**src/rtl/bipartite_route_scheduler.sv**
```systemverilog
// ---------------------------------------------------------------------------
// bipartite_route_scheduler
//
// Purpose: sequences one input-to-output route at a time through a 16x16
// complete-bipartite fluidic crossbar. Pending requests are arbitrated
// round-robin. Each granted route runs prime (output valve only), flow
// (input and output valves), then drain (output valve only). Only one source
// is ever connected to the fabric.
//
// Ports:
//   clk, rst_n     clock, asynchronous active-low reset
//   req_valid      per-input route request, held until granted
//   req_dst        packed destination per input (DST_W bits per input)
//   dwell_cycles   flow duration, sampled at grant (0 is treated as 1)
//   abort          ends the active route early (PRIME/FLOW only)
//   grant          one-cycle one-hot pulse to the winning requester
//   in_valve       one-hot input-side valve enable
//   out_valve      one-hot output-side valve enable
//   busy           high whenever the scheduler is not IDLE
//   done           one-cycle pulse on route completion
//   done_src/dst   source/destination of the completed route
//   done_aborted   completed route was aborted
//   route_count    completed routes, saturating at 0xFFFF
// ---------------------------------------------------------------------------
module bipartite_route_scheduler #(
   parameter int N_IN    = 16,
   parameter int N_OUT   = 16,
   parameter int SETTLE  = 4,
   parameter int DWELL_W = 16,
   localparam int SRC_W  = $clog2(N_IN),
   localparam int DST_W  = $clog2(N_OUT)
) (
   input  logic                   clk,
   input  logic                   rst_n,
   input  logic [N_IN-1:0]        req_valid,
   input  logic [N_IN*DST_W-1:0]  req_dst,
   input  logic [DWELL_W-1:0]     dwell_cycles,
   input  logic                   abort,
   output logic [N_IN-1:0]        grant,
   output logic [N_IN-1:0]        in_valve,
   output logic [N_OUT-1:0]       out_valve,
   output logic                   busy,
   output logic                   done,
   output logic [SRC_W-1:0]       done_src,
   output logic [DST_W-1:0]       done_dst,
   output logic                   done_aborted,
   output logic [15:0]            route_count
);

   // The phase counter has to hold both SETTLE-1 and a full dwell value.
   localparam int CNT_W = (DWELL_W > $clog2(SETTLE + 1)) ? DWELL_W : $clog2(SETTLE + 1);
   localparam logic [CNT_W-1:0] SETTLE_M1 = CNT_W'(SETTLE - 1);

   typedef enum logic [1:0] {S_IDLE, S_PRIME, S_FLOW, S_DRAIN} state_t;

   state_t               r_state, w_state_next;
   logic [CNT_W-1:0]     r_cnt, w_cnt_next;
   logic [SRC_W-1:0]     r_src, w_src_next;
   logic [DST_W-1:0]     r_dst, w_dst_next;
   logic [DWELL_W-1:0]   r_dwm1, w_dwm1_next;
   logic [SRC_W-1:0]     r_ptr, w_ptr_next;
   logic                 r_aborted, w_aborted_next;
   logic                 w_grant_fire, w_done_fire;

   logic [N_IN-1:0]      r_grant, w_grant_next;
   logic [N_IN-1:0]      r_in_valve, w_in_valve_next;
   logic [N_OUT-1:0]     r_out_valve, w_out_valve_next;
   logic                 r_busy;
   logic                 r_done;
   logic [SRC_W-1:0]     r_done_src;
   logic [DST_W-1:0]     r_done_dst;
   logic                 r_done_aborted;
   logic [15:0]          r_route_count;

   // Unpack per-input destinations.
   logic [DST_W-1:0]     w_dst_arr [N_IN];
   for (genvar gi = 0; gi < N_IN; gi++) begin : g_dst
      assign w_dst_arr[gi] = req_dst[gi*DST_W +: DST_W];
   end

   // Round-robin pick: first requester at or after the pointer, wrapping.
   // Wrap is free because N_IN is a power of two.
   logic [SRC_W-1:0]     w_pick, w_cand;
   logic                 w_found;
   always_comb begin
      w_pick  = '0;
      w_cand  = '0;
      w_found = 1'b0;
      for (int k = 0; k < N_IN; k++) begin
         w_cand = r_ptr + SRC_W'(k);
         if (!w_found && req_valid[w_cand]) begin
            w_found = 1'b1;
            w_pick  = w_cand;
         end
      end
   end

   // Next-state logic; outputs are derived from the next state so they come
   // straight out of registers.
   always_comb begin
      w_state_next   = r_state;
      w_cnt_next     = r_cnt;
      w_src_next     = r_src;
      w_dst_next     = r_dst;
      w_dwm1_next    = r_dwm1;
      w_ptr_next     = r_ptr;
      w_aborted_next = r_aborted;
      w_grant_fire   = 1'b0;
      w_done_fire    = 1'b0;
      case (r_state)
         S_IDLE: begin
            if (w_found) begin
               w_state_next   = S_PRIME;
               w_cnt_next     = SETTLE_M1;
               w_src_next     = w_pick;
               w_dst_next     = w_dst_arr[w_pick];
               // Store D-1 with D = max(dwell, 1).
               w_dwm1_next    = (dwell_cycles == '0) ? '0 : dwell_cycles - DWELL_W'(1);
               w_ptr_next     = w_pick + SRC_W'(1);
               w_aborted_next = 1'b0;
               w_grant_fire   = 1'b1;
            end
         end
         S_PRIME, S_FLOW: begin
            // Abort wins over a natural phase change on the same edge.
            if (abort) begin
               w_state_next   = S_DRAIN;
               w_cnt_next     = SETTLE_M1;
               w_aborted_next = 1'b1;
            end else if (r_cnt == '0) begin
               w_state_next = (r_state == S_PRIME) ? S_FLOW : S_DRAIN;
               w_cnt_next   = (r_state == S_PRIME) ? CNT_W'(r_dwm1) : SETTLE_M1;
            end else begin
               w_cnt_next = r_cnt - CNT_W'(1);
            end
         end
         S_DRAIN: begin
            if (r_cnt == '0) begin
               w_state_next = S_IDLE;
               w_done_fire  = 1'b1;
            end else begin
               w_cnt_next = r_cnt - CNT_W'(1);
            end
         end
         default: w_state_next = S_IDLE;
      endcase

      w_grant_next = '0;
      if (w_grant_fire) w_grant_next[w_pick] = 1'b1;
      w_in_valve_next = '0;
      if (w_state_next == S_FLOW) w_in_valve_next[w_src_next] = 1'b1;
      w_out_valve_next = '0;
      if (w_state_next != S_IDLE) w_out_valve_next[w_dst_next] = 1'b1;
   end

   always_ff @(posedge clk or negedge rst_n) begin
      if (!rst_n) begin
         r_state        <= S_IDLE;
         r_cnt          <= '0;
         r_src          <= '0;
         r_dst          <= '0;
         r_dwm1         <= '0;
         r_ptr          <= '0;
         r_aborted      <= 1'b0;
         r_grant        <= '0;
         r_in_valve     <= '0;
         r_out_valve    <= '0;
         r_busy         <= 1'b0;
         r_done         <= 1'b0;
         r_done_src     <= '0;
         r_done_dst     <= '0;
         r_done_aborted <= 1'b0;
         r_route_count  <= '0;
      end else begin
         r_state     <= w_state_next;
         r_cnt       <= w_cnt_next;
         r_src       <= w_src_next;
         r_dst       <= w_dst_next;
         r_dwm1      <= w_dwm1_next;
         r_ptr       <= w_ptr_next;
         r_aborted   <= w_aborted_next;
         r_grant     <= w_grant_next;
         r_in_valve  <= w_in_valve_next;
         r_out_valve <= w_out_valve_next;
         r_busy      <= (w_state_next != S_IDLE);
         r_done      <= w_done_fire;
         if (w_done_fire) begin
            r_done_src     <= r_src;
            r_done_dst     <= r_dst;
            r_done_aborted <= r_aborted;
            if (r_route_count != 16'hFFFF) r_route_count <= r_route_count + 16'd1;
         end
      end
   end

   assign grant        = r_grant;
   assign in_valve     = r_in_valve;
   assign out_valve    = r_out_valve;
   assign busy         = r_busy;
   assign done         = r_done;
   assign done_src     = r_done_src;
   assign done_dst     = r_done_dst;
   assign done_aborted = r_done_aborted;
   assign route_count  = r_route_count;

endmodule
```
**config.mk**
```make
export PLATFORM = sky130hd
export DESIGN_NAME = bipartite_route_scheduler
export DESIGN_NICKNAME = d
export VERILOG_FILES = /design/src/rtl/bipartite_route_scheduler.sv
export SDC_FILE = /design/constraint.sdc
export NUM_CORES = 1
export LEC_CHECK = 0
export ABC_CLOCK_PERIOD_IN_PS = 13100
export CORE_AREA = 5 5 148 150
export DETAILED_ROUTE_END_ITERATION = 10
export DIE_AREA = 0 0 153 155
export GPL_TIMING_DRIVEN = 0
export PLACE_DENSITY = 0.71
export SYNTH_ARGS = -nofsm -noshare
export SYNTH_HDL_FRONTEND = slang
export SYNTH_SLANG_ARGS = --single-unit
```
**constraint.sdc**
```tcl
create_clock -name clk -period 13.1 [get_ports clk]
set_clock_uncertainty 0.2 [all_clocks]
set_input_delay 1.965 -clock clk [delete_from_list [all_inputs] [get_ports clk]]
set_output_delay 1.965 -clock clk [all_outputs]
set_load 0.01 [all_outputs]
```
==> results of run 1 <==
## worst max path at each step
stage | cells after the start | slack [ns] | start | to
detailed placement | 17 | 5.73 | req_valid[4] | out_valve[10]
floorplan | 16 | 7.17 | req_valid[11] | out_valve[2]
CTS | 22 | 5.94 | r_ptr[1] | out_valve[10]
global placement | 1 | 5.09 | rst_n | done_dst[1]
finish | 21 | 5.81 | r_ptr[1] | out_valve[12]
global route | 22 | 5.52 | r_ptr[1] | out_valve[12]
## through the flow
step,instance area [µm²],instances,utilization (%)
floorplan,9150,977,-
global placement,11200,1425,54.6
detailed placement,11300,1426,54.8
CTS,11800,1458,57.6
global route,11800,1458,57.6
finish,11800,1458,57.6
## registers in the layout, summed over array words and instances (netlist names), 2 cells and up
register / count
r_ptr: 4
out_valve: 16
in_valve: 16
r_src: 4
r_dwm1: 16
r_state: 2
grant: 16
r_dst: 4
done_src: 4
r_cnt: 16
route_count: 16
done_dst: 4
## cells in the final DEF (no fill, tap or decap), types with 24 or more instances in the layout
| cell | synthesis | final |
|---|---|---|
| clkbuf_1 | 31 | 32 |
| dfrtp_1 | 122 | 122 |
| and3_1 | 26 | 26 |
| nor2_1 | 82 | 82 |
| o21ai_0 | 54 | 54 |
| xnor2_1 | 31 | 31 |
| clkdlybuf4s50_1 | 0 | 172 |
| nand2_1 | 103 | 103 |
| mux2_2 | 24 | 24 |
| mux2i_1 | 65 | 65 |
| a21oi_1 | 52 | 52 |
| nand3_1 | 31 | 31 |
## cell families (layout without fill, tap and decap cells)
logic type      count (synthesis)  count (layout)  share of synthesized area (%)
compound gates                226             226                           16.8
xor+xnor                       44              44                           4.46
fa+ha+maj                      18              18                           2.46
buf+inv                        73             279                           4.17
flops                         122             122                           33.4
mux                           120             120                           16.8
simple gates                  374             374                           21.9
## layer usage
layer	track usage [%]	vias to the layer above	routed length [µm]
met5	0	-	0
met2	39.1	326	13600
met1	32.5	4154	12900
met4	7.72	0	757
li1	-	4020	-
met3	7.51	51	2640
## area by class of cell
cell class / instances / area, µm²
clock buffer: 20 / 457
clock inverter: 12 / 129
timing repair buffer: 174 / 1760
fill: 1898 / 8710
multi-input combinational: 782 / 5720
inverter: 21 / 81.3
sequential: 122 / 3050
buffer: 52 / 300
tap: 275 / 344
==> metrics, run 1 <==
outcome=complete, no violations; CTS Buf Count=17; Clk Latency, worst-skew pair=0.41 ns; Placeable Area=20600 µm²; # Post-CTS Setup Buffers=0; P&R area growth vs syn=29.4%; Post-Syn Nets=~1100; top-count cell post-synth=dfrtp_1; setup slack, reg-to-reg=5.81 ns; Post-DP HPWL=22900 µm; Crit. End Element=flop; Tcrit/Tclk final=55.7%; Slew Limit Headroom=between 8 and 9%; R2R depth=21; CP cell instances=buf_4 -> buf_6 -> clkbuf_1 -> inv_1 -> ha_1 -> buf_4 -> buf_2 -> a2111oi_0 -> nor4_1 -> a221oi_1 -> a211oi_1 -> o21ai_0 -> a32o_1 -> nor3_2 -> o31a_1 -> o21ai_0 -> and3_1 -> a21o_1 -> a32o_1 -> buf_6 -> nor4_1; hold_buf cts=0; H-Tree Depth=4; CTS tree=built; CTS sink cnt=122; post-synth top area cell=dfrtp_1; clock buffer depth=2; fin nets=1287; first-pass detailed-route iteration total=5; DR iter-0 viols=657; largest stage delay on the critical path=1.15 ns; # DRC=0; CTS clk-pin slew, worst paths=~0.060 ns; All-Layer GR Usage=between 20% and 30%; gpl congestion=between 0.9 and 1; Hold EP=route_count[9]; Arrival @ worst endpoint=7.39 ns; crit path time final=7.29 ns; fin. max-slew vios=0; hold slack=0.292 ns; DR vias/cell=between 5 and 6; die width=153 µm; top post-synthesis cells by area=dfrtp_1 (33%), mux2i_1 (7.1%), mux4_2 (4.7%); CTS resizes=0; Hold Fails Final Rpt=0; RSZ-0062 raised after global routing=false; # Max-Cap Violations=0; first-pass GRT wire length=46500 µm; Congestion Overflow GR=0; Routed Wire Length=29900 µm; initial core utilization=44.5%; Vias=approximately 8600; critical path class=reg -> reg; Yosys top cell area share=33.4%; die area=23700 µm²; CP Data Required Time=13.20 ns; slowest cell on the critical path=nor4_1; Least-Margin Pin Slew=1.36 ns; I/O pin cnt=between 150 and 200; vias in the first global route=8379; Chip Height=155 µm; pre-CTS setup slack=5.73 ns; flops & latches, synth=122; CP max FO=10; hold depth=1; Sum Neg Setup Slack=0 ns; Mapped Area=between 9000 and 10000 µm²; reg2reg end=out_valve[12]; Reg-to-Reg Start=r_ptr[1]; initial antenna violation count=0; Final setup viols=0; Netlist cell types=94; hold path startpoint=route_count[9]; CTS root buf=clkbuf_16; ys async rst share=100%; share of layout cells above drive strength 1=a little over an eighth; Hold WC Path Type=reg -> reg; Seq/Total Area, Yosys=approximately a third; syn avg cell area=9.37 µm²; port bufs=173; largest net degree at the start of global routing=100; Synth top cells by count=dfrtp_1 (122), nand2_1 (103), nor2_1 (82); Yosys warning count=0; cell family with most CP delay=compound AO/OA/AOI/OAI gates; EDFF count, synth=0; FMAX=137 MHz; critical path startpoint category=flop; post-layout worst setup margin=5.81 ns; Bufs and invs on worst path=7; post-route ant nets=0; Antenna diodes=0; Post-Synthesis Cells=977; row cnt=53; Synth Flop Type=dfrtp_1; Wirelength per Cell=20.5 µm
Power of run 1 is not shown: default switching activity piles up to over one toggle a cycle in this logic, so the estimate is an artifact.
==> run 2, diff against run 1 <==
--- a/config.mk
+++ b/config.mk
@@ -5,12 +5,12 @@
 export SDC_FILE = /design/constraint.sdc
 export NUM_CORES = 1
 export LEC_CHECK = 0
-export ABC_CLOCK_PERIOD_IN_PS = 13100
+export ABC_CLOCK_PERIOD_IN_PS = 6700
 export CORE_AREA = 5 5 148 150
 export DETAILED_ROUTE_END_ITERATION = 10
 export DIE_AREA = 0 0 153 155
 export GPL_TIMING_DRIVEN = 0
-export PLACE_DENSITY = 0.71
+export PLACE_DENSITY = 0.74
 export SYNTH_ARGS = -nofsm -noshare
 export SYNTH_HDL_FRONTEND = slang
 export SYNTH_SLANG_ARGS = --single-unit
==> constraint.sdc (replaced) <==
create_clock -name clk -period 6.7 [get_ports clk]
set_clock_uncertainty 0.2 [all_clocks]
set_input_delay 1.005 -clock clk [delete_from_list [all_inputs] [get_ports clk]]
set_output_delay 1.005 -clock clk [all_outputs]
set_load 0.01 [all_outputs]
==> run 2 against run 1 <==
  * Final cell count is the same
  * Non-clock buffer count is the same
  * Register-to-register slack lost 5.6 ns
  * Critical path depth shrank 1
  * First-iteration DRC count grew 29%
  * Sequential share of layout area shrank 0.10 points
  * Sequential cell count is the same
==> metrics, run 2 (synthesized netlist as in run 1, its figures left out) <==
largest stage delay on the critical path=0.58 ns; slowest cell on the critical path=clkbuf_1; CP Data Required Time=between 6 and 7 ns; # Max-Cap Violations=0; port bufs=173; most frequent cells in the layout=clkdlybuf4s50_1 (172), dfrtp_1 (122), nand2_1 (103), nor2_1 (80), mux2i_1 (64); initial core utilization=44.5%; share of layout cells above drive strength 1=between 10% and 20%; Bufs and invs on worst path=6; CTS tree=built; Hold Fails Final Rpt=0; critical path class=reg -> reg; commonest non-fill, non-tap cell in the layout=clkdlybuf4s50_1; fin nets=1287; reg2reg end=out_valve[13]; die area=23700 µm²; DR vias/cell=slightly below 6; Tcrit/Tclk final=a little under 100%; Routed Wire Length=29100 µm; first-pass detailed-route iteration total=7; Slew Limit Headroom=a little under a third; I/O pin cnt=174; fin. max-slew vios=0; critical path startpoint category=flop; Crit. End Element=flop; R2R depth=20; Antenna diodes=0; initial antenna violation count=0; CTS clk-pin slew, worst paths=0.07 ns; FMAX=around 150 MHz; Post-DP HPWL=22200 µm; largest net degree at the start of global routing=88; gpl congestion=0.986; H-Tree Depth=4; Placeable Area=20600 µm²; first-pass GRT wire length=roughly 46000 µm; setup slack, reg-to-reg=0.22 ns; CP cell instances=buf_4 -> buf_6 -> inv_1 -> ha_1 -> clkbuf_1 -> mux4_2 -> mux2_2 -> nor4b_4 -> buf_4 -> o211ai_1 -> a21boi_1 -> o22a_1 -> o21ai_1 -> o31a_2 -> o21ai_0 -> and3_1 -> a21o_1 -> a32o_1 -> buf_6 -> nor4b_2; crit path time final=6.48 ns; post-layout worst setup margin=0.223 ns; All-Layer GR Usage=between 20% and 30%; Arrival @ worst endpoint=6.59 ns; FF+latch area=3050 µm²; filler instances=1772; clock buffer depth=2; row cnt=53; Chip Height=155 µm; Wirelength per Cell=roughly 20 µm; Congestion Overflow GR=0; die width=153 µm; CTS sink cnt=between 100 and 150; Critical Path Stages=20; outcome=complete, no violations; CP Launch Point=r_ptr[1]; CP max FO=19; P&R area growth vs syn=29.9%; Multi-input gate area=roughly 5800 µm²; Clk Latency, worst-skew pair=0.42 ns; cell family with most CP delay=compound AO/OA/AOI/OAI gates; Hold WC Path Type=in -> async; CTS root buf=clkbuf_16; Reg-to-Reg Start=r_ptr[1]; # DRC=0; hold_buf cts=0; Final setup viols=0; DR iter-0 viols=846; post-route ant nets=0; post-layout util=57.8%; CP endpoint=out_valve[13]; vias in the first global route=about 8500; pre-CTS setup slack=-0.656 ns; Vias=around 8600; CTS Buf Count=17; Least-Margin Pin Slew=1.04 ns
-- run 2: changes by cell type in the layout (fill, tap and decap cells not counted), sizes merged --
cell / previous run / this run
clkinv: 1 / 4
clkbuf: 51 / 49
inv: 29 / 31
buf: 23 / 22
bufinv: 1 / 0
clkinvlp: 2 / 1
-- run 2: cell type report --
type	count	area share (%)
well taps	275	2.89
multi-input cells	782	48.5
plain buffers	51	2.57
flip-flops and latches	122	25.7
clock buffers	17	3.58
clock inverters	15	1.23
inverters	21	0.684
repair buffers	175	14.9
-- run 2: routing by layer --
layer  vias to the layer above  global-route usage [%]  wire length [µm]
met1                      4187                    31.1             12100
met4                         0                    6.32               553
met5                         -                       0                 0
li1                       4005                       -                 -
met2                       384                    40.3             13700
met3                        41                    7.23              2710
-- run 2: worst min path at each step --
stage / start / cells past startpoint / to / slack [ns]
global placement: r_dwm1[11] / 2 / r_dwm1[11] / 0.27
CTS: rst_n / 1 / r_cnt[14] / 0.29
global route: rst_n / 1 / r_cnt[8] / 0.30
detailed placement: r_dwm1[11] / 2 / r_dwm1[11] / 0.28
finish: rst_n / 1 / r_cnt[8] / 0.28
floorplan: r_dwm1[10] / 2 / r_dwm1[10] / 0.25
-- run 2: per-stage QoR --
stage	cells	hold slack, ns	cell area [µm²]	TNS (ns)
after floorplan	977	0.249	9150	0
final	1458	0.283	11900	0
after global routing	1458	0.295	11900	-0.00832
after global placement	1425	0.269	11200	-39.03
after CTS	1457	0.286	11800	0
after detailed placement	1426	0.284	11300	-9.13
-- run 2: worst register-to-register path, delay by kind of cell, from the launching register on --
family / cells / cell delay (ns)
simple gates: 3 / 0.91
mux: 2 / 0.78
compound gates: 8 / 1.94
fa+ha+maj: 1 / 0.44
flops: 1 / 0.48
buf+inv: 6 / 1.63
-- run 2: repair_timing --
item,CTS,global route
endpoints found under the hold margin,0,0
endpoints found under the setup margin,20,18
resized for setup,4,16
pin swaps,0,1
setup buffers,0,1
Power of run 2 is left out for the same reason.
==> run 3, diff against run 2 <==
--- a/config.mk
+++ b/config.mk
@@ -6,9 +6,9 @@
 export NUM_CORES = 1
 export LEC_CHECK = 0
 export ABC_CLOCK_PERIOD_IN_PS = 6700
-export CORE_AREA = 5 5 148 150
+export CORE_AREA = 5 5 206 108
 export DETAILED_ROUTE_END_ITERATION = 10
-export DIE_AREA = 0 0 153 155
+export DIE_AREA = 0 0 211 113
 export GPL_TIMING_DRIVEN = 0
 export PLACE_DENSITY = 0.74
 export SYNTH_ARGS = -nofsm -noshare
==> run 3 against run 2 <==
  * Critical path depth rose by 3
  * Worst hold slack lost 0.042 ns
  * Sequential share of layout area shrank 0.30 points
  * Routed wire length up 18%
  * First-iteration DRC count increased by 28%
  * Fmax shrank 1.1%
  * Utilization increased by 1.8 points
  * Design area increased by 1.2%
  * Register-to-register slack got worse by 0.07 ns
  * Worst setup slack got worse by 0.074 ns
  * Count of clock-buffer cells in the layout is 3 higher
  * Largest cell class unchanged
==> metrics, run 3 (synthesized netlist as in run 1, its figures left out) <==
All-Layer GR Usage=28.4%; vias in the first global route=8536; # DRC=0; Chip Height=113 µm; Vias=around 9000; Clk Latency, worst-skew pair=around 0.42 ns; CTS clk-pin slew, worst paths=0.06 ns; port bufs=173; hold slack=between 0.2 and 0.25 ns; critical path startpoint category=flop; Final setup viols=0; CTS tree=built; Arrival @ worst endpoint=around 6.7 ns; # Max-Cap Violations=0; clock buffer depth=2; H-Tree Depth=4; CTS Buf Count=17; fin. max-slew vios=0; Congestion Overflow GR=0; largest net degree at the start of global routing=98; Crit. End Element=flop; die width=211 µm; die area=around 24000 µm²; DR iter-0 viols=1087; CTS root buf=clkbuf_16; CP Data Required Time=around 7 ns; Post-DP HPWL=27100 µm; DR vias/cell=6.14; CTS sink cnt=122; fin nets=1295; FMAX=153 MHz; first-pass GRT wire length=roughly 52000 µm; Hold WC Path Type=in -> async; share of layout cells above drive strength 1=~16%; Wirelength per Cell=roughly 23 µm; Reg-to-Reg Start=r_ptr[1]; I/O pin cnt=174; Routed Wire Length=34400 µm; Placeable Area=20200 µm²; initial core utilization=45.4%; CP Launch Point=r_ptr[1]; initial antenna violation count=3; row cnt=37; Slew Limit Headroom=33.3%; most frequent cells in the layout=clkdlybuf4s50_1 (172), dfrtp_1 (121), nand2_1 (103), nor2_1 (79), mux2i_1 (61); crit path time final=6.55 ns; critical path class=reg -> reg; Tcrit/Tclk final=97.8%; Antenna diodes=0; commonest non-fill, non-tap cell in the layout=clkdlybuf4s50_1; outcome=complete, no violations; gpl congestion=~1.1; CP max FO=19; P&R area growth vs syn=31.5%; post-route ant nets=0; first-pass detailed-route iteration total=6; Least-Margin Pin Slew=between 0.9 and 1 ns; Hold Fails Final Rpt=0; post-layout util=59.6%
==> run 3: changes by cell type in the layout (fill, tap and decap cells not counted), sizes merged <==
cell,delta
buf,+7
bufinv,+2
clkbuf,+4
clkinv,+1
clkinvlp,+3
inv,-9
==> run 3: area by class of cell <==
type / instances / area [µm²]
fill: 1766 / 8150
timing repair buffer: 183 / 1830
clock buffer: 20 / 457
clock inverter: 12 / 140
tap: 273 / 342
multi-input combinational: 782 / 5820
buffer: 51 / 309
sequential: 122 / 3050
inverter: 21 / 87.6
==> run 3: path summary, 6_finish.rpt <==
| check | endpoint | slack (ns) | cells past startpoint |
|---|---|---|---|
| setup / recovery | out_valve[2] | 0.15 | 23 |
| hold / removal | route_count[13] | 0.24 | 1 |
| setup reg to reg | out_valve[2] | 0.15 | 23 |
| hold reg to reg | r_dwm1[14] | 0.28 | 2 |
| max in group asynchronous | r_cnt[12] | 5.28 | 2 |
| min in group clk | r_dwm1[14] | 0.28 | 2 |
==> run 3: metrics by stage <==
| stage | cell area, µm² | setup slack, ns | instances | TNS, ns |
|---|---|---|---|---|
| 4_1_cts | 11900 | 0.140 | 1457 | 0 |
| 3_5_place_dp | 11300 | -0.809 | 1424 | -11.47 |
| 3_3_place_gp | 11200 | -0.815 | 1423 | -47.14 |
| 5_1_grt | 12000 | -0.0655 | 1464 | -0.147 |
| 2_1_floorplan | 9150 | 1.13 | 977 | 0 |
| 6_report | 12000 | 0.148 | 1464 | 0 |
==> run 3: worst max-delay path, cell delays in order, from the launching register on <==
cell	delay (ns)
dfrtp_1	0.41
buf_4	0.19
buf_6	0.25
clkinvlp_4	0.28
ha_1	0.36
buf_4	0.21
clkbuf_4	0.27
mux4_2	0.41
mux2i_2	0.28
mux2i_2	0.25
nor4b_4	0.29
buf_4	0.19
nand2_1	0.13
or4_4	0.53
nand3_2	0.09
o21a_4	0.15
buf_6	0.19
mux2_4	0.34
a32o_1	0.26
mux2i_1	0.26
o221ai_2	0.17
mux2i_4	0.30
inv_4	0.12
nor4b_2	0.28
==> run 3: what timing repair did <==
action,CTS,global route
setup buffers,2,7
pin swaps,1,1
endpoints found under the setup margin,34,17
hold buffers,0,0
gates resized for setup,6,31
endpoints found under the hold margin,0,0
==> run 3: metal layers <==
layer | part of all wire [%] | vias to the layer above | track usage, %
met2 | 36 | 577 | 33.6
li1 | - | 4019 | -
met1 | 46 | 4340 | 43.7
met4 | 1.5 | 8 | 5.87
met5 | 0.43 | - | 0
met3 | 16 | 42 | 16.0
Power of run 3 is left out for the same reason.
